[config.mk]
export PLATFORM = sky130hd
export DESIGN_NAME = collision_event_unit
export DESIGN_NICKNAME = d
export VERILOG_FILES = /design/src/rtl/collision_event_unit.sv
export SDC_FILE = /design/constraint.sdc
export NUM_CORES = 1
export LEC_CHECK = 0
export CORE_UTILIZATION = 45
export CTS_BUF_LIST = sky130_fd_sc_hd__clkbuf_4
export DETAILED_ROUTE_END_ITERATION = 16
export PLACE_DENSITY = 0.63
export SLEW_MARGIN = 20
export SYNTH_ARGS = -nofsm -noshare
export SYNTH_HDL_FRONTEND = slang
export SYNTH_SLANG_ARGS = --single-unit
[constraint.sdc]
create_clock -name clk -period 4.45 [get_ports clk]
set_input_delay 0.89 -clock clk [delete_from_list [all_inputs] [get_ports clk]]
set_output_delay 0.89 -clock clk [all_outputs]
set_load 0.005 [all_outputs]
[src/rtl/collision_event_unit.sv]
// Pixel-rate ball/wall/hole collision detector with per-pair and per-ball frame cooldowns.
// Events reach a FWFT FIFO one cycle after detection; a full FIFO drops the event and sets sticky overflow.
module collision_event_unit #(
    parameter int NUM_BALLS       = 4,
    parameter int FIFO_DEPTH      = 4,
    parameter int COOLDOWN_FRAMES = 2,
    parameter int ID_W            = $clog2(NUM_BALLS)
) (
    input  logic                 clk,
    input  logic                 resetN,
    input  logic                 startOfFrame,
    input  logic                 rack,
    input  logic [NUM_BALLS-1:0] balls_dr,
    input  logic [1:0]           table_dr,
    input  logic                 hole_dr,
    input  logic [2:0]           hole_id,
    output logic [NUM_BALLS-1:0] balls_in_game,
    output logic                 evt_valid,
    input  logic                 evt_ready,
    output logic [1:0]           evt_type,
    output logic [ID_W-1:0]      evt_idA,
    output logic [ID_W-1:0]      evt_idB,
    output logic [2:0]           evt_aux,
    output logic                 overflow
);

    localparam int         NUM_PAIRS = NUM_BALLS * (NUM_BALLS - 1) / 2;
    localparam int         PTR_W     = $clog2(FIFO_DEPTH);
    localparam int         CNT_W     = $clog2(FIFO_DEPTH) + 1;
    localparam int         REC_W     = 5 + 2 * ID_W;
    localparam logic [2:0] CD_ARM    = 3'(COOLDOWN_FRAMES);
    localparam logic [1:0] T_BB      = 2'b01;
    localparam logic [1:0] T_WALL    = 2'b10;
    localparam logic [1:0] T_HOLE    = 2'b11;

    logic [NUM_BALLS-1:0] act;
    logic [ID_W-1:0]      id_a, id_b;
    logic                 found_a, found_b;
    int                   pair_sel;
    logic                 wall_free, pair_free;
    logic [2:0]           wall_cd [NUM_BALLS];
    logic [2:0]           pair_cd [NUM_PAIRS];

    logic                 cand_vld, arm_wall, arm_pair, pocket;
    logic [REC_W-1:0]     cand_rec;
    logic                 full, pop, push, drop;

    logic [REC_W-1:0]     mem [FIFO_DEPTH];
    logic [PTR_W-1:0]     wr_ptr, rd_ptr;
    logic [CNT_W-1:0]     count;

    assign act = balls_dr & balls_in_game;

    // Two lowest active balls; higher overlaps are ignored this pixel.
    always_comb begin
        id_a    = '0;
        id_b    = '0;
        found_a = 1'b0;
        found_b = 1'b0;
        for (int i = 0; i < NUM_BALLS; i++) begin
            if (act[i] && !found_a) begin
                id_a    = ID_W'(i);
                found_a = 1'b1;
            end else if (act[i] && !found_b) begin
                id_b    = ID_W'(i);
                found_b = 1'b1;
            end
        end
    end

    // Row-major offset into the upper triangle (a < b) of the pair matrix.
    always_comb begin
        pair_sel = int'(id_a) * NUM_BALLS - (int'(id_a) * (int'(id_a) + 1)) / 2
                   + int'(id_b) - int'(id_a) - 1;
    end

    always_comb begin
        wall_free = 1'b0;
        pair_free = 1'b0;
        for (int i = 0; i < NUM_BALLS; i++)
            if (ID_W'(i) == id_a) wall_free = (wall_cd[i] == 3'd0);
        for (int p = 0; p < NUM_PAIRS; p++)
            if (p == pair_sel) pair_free = (pair_cd[p] == 3'd0);
    end

    // A candidate on cooldown steps aside so a lower-priority eligible one can use the slot.
    always_comb begin
        cand_vld = 1'b0;
        arm_wall = 1'b0;
        arm_pair = 1'b0;
        pocket   = 1'b0;
        cand_rec = '0;
        if (hole_dr && found_a) begin
            cand_vld = 1'b1;
            pocket   = 1'b1;
            cand_rec = {T_HOLE, id_a, {ID_W{1'b0}}, hole_id};
        end else if (table_dr != 2'b00 && found_a && wall_free) begin
            cand_vld = 1'b1;
            arm_wall = 1'b1;
            cand_rec = {T_WALL, id_a, {ID_W{1'b0}}, 1'b0, table_dr};
        end else if (found_b && pair_free) begin
            cand_vld = 1'b1;
            arm_pair = 1'b1;
            cand_rec = {T_BB, id_a, id_b, 3'b000};
        end
    end

    assign full = (count == CNT_W'(FIFO_DEPTH));
    assign pop  = (count != '0) && evt_ready && !rack;
    assign push = cand_vld && (!full || pop) && !rack;
    assign drop = cand_vld && full && !pop && !rack;

    always_ff @(posedge clk or negedge resetN) begin
        if (!resetN) begin
            wr_ptr        <= '0;
            rd_ptr        <= '0;
            count         <= '0;
            overflow      <= 1'b0;
            balls_in_game <= '1;
        end else if (rack) begin
            wr_ptr        <= '0;
            rd_ptr        <= '0;
            count         <= '0;
            overflow      <= 1'b0;
            balls_in_game <= '1;
        end else begin
            if (push) wr_ptr <= wr_ptr + PTR_W'(1);
            if (pop)  rd_ptr <= rd_ptr + PTR_W'(1);
            count <= count + CNT_W'(push) - CNT_W'(pop);
            if (drop) overflow <= 1'b1;
            for (int i = 0; i < NUM_BALLS; i++)
                if (push && pocket && ID_W'(i) == id_a) balls_in_game[i] <= 1'b0;
        end
    end

    // Arming on an accept overrides the same-cycle frame decrement.
    always_ff @(posedge clk or negedge resetN) begin
        if (!resetN) begin
            for (int i = 0; i < NUM_BALLS; i++) wall_cd[i] <= 3'd0;
            for (int p = 0; p < NUM_PAIRS; p++) pair_cd[p] <= 3'd0;
        end else if (rack) begin
            for (int i = 0; i < NUM_BALLS; i++) wall_cd[i] <= 3'd0;
            for (int p = 0; p < NUM_PAIRS; p++) pair_cd[p] <= 3'd0;
        end else begin
            for (int i = 0; i < NUM_BALLS; i++) begin
                if (push && arm_wall && ID_W'(i) == id_a)
                    wall_cd[i] <= CD_ARM;
                else if (startOfFrame && wall_cd[i] != 3'd0)
                    wall_cd[i] <= wall_cd[i] - 3'd1;
            end
            for (int p = 0; p < NUM_PAIRS; p++) begin
                if (push && arm_pair && p == pair_sel)
                    pair_cd[p] <= CD_ARM;
                else if (startOfFrame && pair_cd[p] != 3'd0)
                    pair_cd[p] <= pair_cd[p] - 3'd1;
            end
        end
    end

    always_ff @(posedge clk) begin
        if (push) mem[wr_ptr] <= cand_rec;
    end

    assign evt_valid = (count != '0);
    assign {evt_type, evt_idA, evt_idB, evt_aux} = evt_valid ? mem[rd_ptr] : '0;

endmodule

==> results.md, run 1 <==
* Outcome: completed
* Period utilization at 97.6%
* Hold WC Path Type: in -> async
* Vias per cell at 5.24
* Final setup vio count at 0
* Syn Nets at 459
* Seq/Total Area, Yosys at 48.6%
* Unrepaired setup endpoints after global routing: false
* Ys flop type: dfrtp_1
* Clock-pin slew on the worst setup and hold paths at 0.15 ns
* Dpl ws at -0.803 ns
* Root Buffer: clkbuf_4
* CTS tree: built
* CP Data Arrival Time at 4.68 ns
* Post-route cell area at 5530 sq um
* Crit path capture type: flop
* Core Box Area at 9330 sq um
* Initial antenna violation count at 0
* Critical path cell sequence: clkdlybuf4s15_1 -> buf_4 -> a22o_4 -> nand2_4 -> inv_2 -> ha_4 -> ha_4 -> nand3_2 -> nand2_2 -> ha_4 -> nor2_4 -> nand2b_4 -> o32a_1 -> or4_4 -> nand2_4 -> and2_4 -> ha_4 -> inv_2 -> fa_2 -> xor2_1 -> xnor2_1 -> nor2_1
* Overall routing resource usage at 20.9%
* Ant diodes at 0
* Post-synthesis cell area at 4390 sq um
* GRT overflow at 0
* # nets final at 533
* Mapped Cells at 409
* Most used cell along the critical path: ha_4
* Crit Reg-Reg Startpoint: balls_in_game[1]
* Area of the multi-input gates at 2290 sq um
* Most common cell after layout, fill and taps aside: buf_4
* Pwr Density at 537 nW/um^2
* CP bufs+invs at 4
* Max Cap Viol at 0
* Global routing usage on met2 at 38.9%
* FFs w/ async S/R, synth at 53.8%
* Setup Crit Path Kind: in -> reg
* Final Wtd Congestion at 0.913
* CP Data Required Time at 4.79 ns
* Slowest CP cell: or4_4
* Crit-path max FO at 4
* Slew margin rel. at 39.4%
* CP startpoint: balls_dr[2]
* CTS max path bufs at 2
* Avg WL per Cell at 15.5 microns
* Layout cells sized above 1 at 25.6%
* Post-DP HPWL at 7.40 mm
* Via count at 3,233
* Row cnt at 35
* GR peak layer: met2
* Initial cell density of the core at 47.1%
* Antenna Violating Nets Remaining at 0
* Top post-synthesis cells by area: edfxtp_1 (25%), dfrtp_1 (22%), ha_1 (9.4%)
* Yosys warnings at 0
* Reg area at 2140 sq um
* Syn Area/Cell at 10.7 sq um
* Leak Pwr at 2.30 nW
* Minimum clock period at 4.34 ns
* Max incr delay on CP at 0.51 ns
* Clock skew at 0.0296 ns
* Post-synth EDFFs at 36
* Worst-Margin Slew at 0.907 ns
* Clk_lat worst skew at 0.44 ns
* First-pass GRT wire length at 16.0 mm
* Vias in the first global route at 3,336
* Cell Area, Placed at 5370 sq um
* # hold bufs at CTS at 0
* Die X at 101 microns
* Final wirelength at 9.58 mm
* Fill cells at 829
* Global-route met1 utilization at 24.0%
* Final WS setup at 0.108 ns
* Final Hold Vio Count at 0
* Max VDD drop at 0.300 mV
* Hold slack final at 0.418 ns
* Synth unique cells at 63
* H-tree Lvls at 3
* Area Growth Syn to Fin at 25.8%
* Routing usage on met3 at 3.54%
* CP Launch Type: input pin
* Die Ht at 101 microns
* Largest delay share family, worst path: simple AND/OR/NAND/NOR gates
* Port buffer count at 29
* Die area at 10,200 sq um
* Starting DRT DRC Count at 153
* Most frequent cells in the layout: buf_4 (44), dfrtp_1 (38), nor2_1 (36), edfxtp_1 (36), nand2_1 (33)
* Area leader, netlist: edfxtp_1
* I/O pin cnt at 30
* Post-route DRC at 0
* Cts bufs inserted at 9
* Max Slew Vio Count at 0
* Clk sink count at 78
* Pre-antenna DRT Iters at 4
* Seq cells post-synth at 78
* Largest net degree at the start of global routing at 43
* Max Fclk at 230 MHz
* Overall power at 2.97 mW
* Synth top area share at 24.6%
stage by stage:
stage | instances | TNS [ns] | utilization, %
final | 617 | 0 | 59.2
after global routing | 617 | 0 | 59.2
after CTS | 617 | 0 | 59.0
after detailed placement | 601 | -31.64 | 57.6
after global placement | 601 | -26.53 | 57.6
after floorplan | 409 | -0.117 | -
flip-flops by register name, indices dropped and copies added (netlist names):
signal / flops
wr_ptr: 2
balls_in_game: 4
mem: 36
pair_cd: 18
rd_ptr: 2
count: 3
overflow: 1
wall_cd: 12
Yosys cell counts (2+ instances only):
master	number
clkbuf_1	7
o21ai_0	10
nand2_1	43
a22oi_1	2
o31ai_1	4
a211oi_1	6
nor3_1	11
inv_1	35
xnor2_1	11
buf_4	2
nor2_1	37
nand2b_1	6
a311oi_1	2
and3_1	4
ha_1	33
a21oi_1	24
fa_1	2
buf_1	2
dfrtp_1	38
edfxtp_1	36
nand3_1	9
xor2_1	7
nor2b_1	5
mux4_2	9
and2_1	12
a22o_1	6
dfstp_2	4
and2b_2	2
a311o_1	2
o21a_1	2
o22ai_1	4
power breakdown:
group	internal, mW	switching, mW	leakage [nW]	total, mW
registers	0.947	0.117	0.894	1.06
logic	0.773	0.743	1.34	1.52
clock network	0.121	0.267	0.0644	0.388
total	1.84	1.13	2.30	2.97
path summary, 6_finish.rpt:
check | depth (start not counted) | end | slack, ns
min in group clk | 2 | balls_in_game[1] | 0.54
worst min register to register | 2 | balls_in_game[1] | 0.54
worst max-delay path | 22 | count[2] | 0.11
worst max register to register | 22 | count[2] | 0.29
worst min-delay path | 1 | rd_ptr[1] | 0.42
max in group asynchronous | 1 | balls_in_game[2] | 3.61
cell type report:
| cell class | count | area share, % |
|---|---|---|
| Clock buffer | 9 | 1.22 |
| Clock inverter | 7 | 1.04 |
| Inverter | 35 | 2.38 |
| Multi-Input combinational cell | 283 | 41.4 |
| Sequential cell | 78 | 38.7 |
| Tap cell | 129 | 2.92 |
| Timing Repair Buffer | 76 | 12.4 |
routing by layer:
layer  share of wire [%]  wire [microns]
met1                  43            4090
met2                  53            5090
met3                 2.6             253
met4                 1.5             148
met5                   0               0
what timing repair did:
| action | CTS | global route |
|---|---|---|
| resized for setup | 6 | 11 |
| hold endpoints to repair | 0 | 0 |
| setup buffers | 0 | 0 |
| endpoints found under the setup margin | 9 | 2 |
| pin swaps | 4 | 6 |
cells by family after synthesis:
| logic type | count (synthesis) | share of synthesized area [%] |
|---|---|---|
| adders and majority gates | 35 | 10.3 |
| muxes | 11 | 5.10 |
| buffers and inverters | 48 | 4.47 |
| AOI/OAI and AO/OA | 74 | 11.4 |
| and+or+nand+nor | 144 | 16.4 |
| xor gates and xnor gates | 18 | 3.59 |
| other | 1 | 0.0854 |
| DFF | 78 | 48.6 |
Power figures use the tool's default switching activity.
==> run 2: changes to the inputs <==
--- a/config.mk
+++ b/config.mk
@@ -5,10 +5,12 @@
 export SDC_FILE = /design/constraint.sdc
 export NUM_CORES = 1
 export LEC_CHECK = 0
+export CAP_MARGIN = 20
 export CORE_UTILIZATION = 45
 export CTS_BUF_LIST = sky130_fd_sc_hd__clkbuf_4
 export DETAILED_ROUTE_END_ITERATION = 16
-export PLACE_DENSITY = 0.63
+export PLACE_DENSITY = 0.61
+export REMOVE_ABC_BUFFERS = 1
 export SLEW_MARGIN = 20
 export SYNTH_ARGS = -nofsm -noshare
 export SYNTH_HDL_FRONTEND = slang
==> constraint.sdc (replaced) <==
create_clock -name clk -period 4.2 [get_ports clk]
set_input_delay 0.84 -clock clk [delete_from_list [all_inputs] [get_ports clk]]
set_output_delay 0.84 -clock clk [all_outputs]
set_load 0.005 [all_outputs]
==> run 2 against run 1 <==
  * The flow now finishes with violations (negative setup slack)
  * Global-route usage rose by 0.98 points
  * Clock power rose by 10%
  * Register-to-register slack worse by 0.43 ns
  * Hold slack got worse by 0.051 ns
  * Count of clock-buffer cells in the layout is the same
  * Die area unchanged
  * Setup slack worse by 0.26 ns
  * Sequential cell count unchanged
  * Critical path type unchanged
  * Critical endpoint unchanged
  * Largest cell class unchanged
  * Largest power group unchanged
==> results.md, run 2 (synthesis results as in run 1) <==
* Pwr Density at 565 nW/um^2 (+5.3%)
* CP Launch Type: input pin
* Port buffer count at 29 (unchanged)
* CTS max path bufs at 2 (unchanged)
* Cts bufs inserted at 9 (unchanged)
* Reg2reg setup slack at -0.14 ns (-0.43 ns)
* Most common cell after layout, fill and taps aside: buf_4
* Clock-pin slew on the worst setup and hold paths at 0.16 ns (about the same)
* Pre-antenna DRT Iters at 4 (unchanged)
* Slew margin rel. at 37.7% (-1.7 points)
* H-tree Lvls at 3 (unchanged)
* CTS tree: built
* Largest net degree at the start of global routing at 43 (unchanged)
* Ant diodes at 0 (unchanged)
* Die area at 10,200 sq um (unchanged)
* Cell Area, Placed at 5210 sq um (-3.0%)
* Root Buffer: clkbuf_4
* Period utilization at 104%
* Post-route DRC at 0 (unchanged)
* # hold bufs at CTS at 0 (unchanged)
* Largest regs: mem (36), pair_cd (18), wall_cd (12)
* Final WS setup at -0.152 ns (-0.260 ns)
* Leak Pwr at 2.39 nW (+4.0%)
* Final Wtd Congestion at 0.821 (-10%)
* Failing checks: negative setup slack
* Clk sink count at 78 (unchanged)
* Post-DP HPWL at 6.83 mm (-7.7%)
* Core Box Area at 9330 sq um (unchanged)
* Unrepaired setup endpoints after global routing: true
* CP bufs+invs at 3 (-1)
* Hold slack final at 0.367 ns (-0.0510 ns)
* Largest delay share family, worst path: adder cells
* Max Slew Vio Count at 0 (unchanged)
* Setup Crit Path Kind: in -> reg
* CP Data Required Time at 4.53 ns (-0.26 ns)
* Clk_lat worst skew at 0.45 ns (about the same)
* Max incr delay on CP at 0.55 ns (+0.04 ns)
* Worst reg2reg endpoint: count[2]
* Slowest CP cell: or4_4
* Final wirelength at 10.3 mm (+7.1%)
* Top reg by flops: mem
* Layout cells sized above 1 at 30.8% (+5.2 points)
* Most frequent cells in the layout: buf_4 (59), dfrtp_1 (38), edfxtp_1 (36)
* I/O pin cnt at 30 (unchanged)
* Worst-Margin Slew at 0.932 ns (+0.0250 ns)
* Minimum clock period at 4.35 ns
* Die Ht at 101 microns (unchanged)
* Max Cap Viol at 0 (unchanged)
* Starting DRT DRC Count at 124 (-19%)
* Clock skew at 0.0264 ns (-0.00329 ns)
* Reg2Reg Depth at 23 (+4.5%)
* Post-route cell area at 5720 sq um (+3.5%)
* Vias per cell at 5.27 (+0.58%)
* First-pass GRT wire length at 17.0 mm (+6.3%)
* Max Fclk at 230 MHz
* Via count at 3,352 (+3.7%)
* Overall routing resource usage at 21.8% (+0.98 points)
* Outcome: finished, violations left
* Final setup vio count at 1 (+1)
* GRT overflow at 0 (unchanged)
* Max VDD drop at 0.344 mV (+15%)
* Hold WC Path Type: in -> async
* Crit Reg-Reg Startpoint: balls_in_game[3]
* CP Data Arrival Time at 4.68 ns (about the same)
* Fin Setup TNS at -0.152 ns (-0.152 ns)
* Crit path capture type: flop
* Antenna Violating Nets Remaining at 0 (unchanged)
* Critical path cell sequence: clkdlybuf4s15_2 -> and2_4 -> buf_4 -> a21oi_2 -> o22ai_2 -> ha_2 -> fa_2 -> a21oi_4 -> nand2_2 -> ha_4 -> nor2_4 -> nand3_2 -> o221ai_2 -> or4_4 -> nand2_4 -> and2_4 -> ha_4 -> inv_2 -> fa_2 -> xor2_2 -> xnor2_1 -> nor2_1
* Initial cell density of the core at 47.1% (unchanged)
* Crit-path max FO at 4 (unchanged)
* Final Hold Vio Count at 0 (unchanged)
* Row cnt at 35 (unchanged)
* Avg WL per Cell at 16.1 microns (+3.9%)
* Initial antenna violation count at 0 (unchanged)
* Largest register FFs at 36 (unchanged)
* Area Growth Syn to Fin at 30.2%
* Die X at 101 microns (unchanged)
* # nets final at 552 (+3.6%)
* Vias in the first global route at 3,495 (+4.8%)
==> run 2: worst max path at each step <==
stage                                start       end  slack (ns)  cells after the start
after floorplan                balls_dr[0]  count[2]       -0.78                     21
after global placement         balls_dr[2]  count[2]       -1.13                     24
after detailed placement       balls_dr[2]  count[2]       -1.26                     24
after CTS                 balls_in_game[3]  count[2]       0.002                     22
after global routing      balls_in_game[3]  count[2]       -0.27                     23
final                          balls_dr[1]  count[2]       -0.15                     22
==> run 2: final cells by class <==
| type | count | area (sq um) |
|---|---|---|
| fillers | 785 | 3610 |
| multi-input cells | 283 | 2330 |
| flip-flops and latches | 78 | 2140 |
| repair buffers | 95 | 832 |
| well taps | 129 | 161 |
| inverters | 35 | 134 |
| clock buffers | 9 | 67.6 |
| clock inverters | 7 | 57.6 |
==> run 2: what timing repair did <==
| action | CTS | global route |
|---|---|---|
| gates resized for setup | 59 | 19 |
| buffers inserted | 11 | 2 |
| pin swaps | 26 | 19 |
| endpoints found under the setup margin | 74 | 2 |
==> run 2: stage by stage <==
stage	util [%]	setup WS, ns	power [mW]	cells
floorplan	-	-0.781	2.12	396
global placement	55.9	-1.13	2.62	607
detailed placement	55.9	-1.26	2.67	607
finish	61.3	-0.152	3.24	636
global route	61.3	-0.267	3.51	636
CTS	60.4	0.00179	3.19	634
==> run 2: layer usage <==
| layer | track usage, % | part of all wire [%] | vias up |
|---|---|---|---|
| met3 | 4.65 | 3.6 | 22 |
| met1 | 27.1 | 44 | 1638 |
| met4 | 6.69 | 2.0 | 0 |
| met2 | 38.2 | 50 | 64 |
| li1 | - | - | 1628 |
| met5 | 0 | 0 | - |
==> run 2: report_power, final <==
group / internal (mW) / total [mW] / switching, mW
Sequential: 1.00 / 1.13 / 0.127
Clock: 0.127 / 0.428 / 0.301
Combinational: 0.861 / 1.68 / 0.817
Total: 1.99 / 3.24 / 1.24
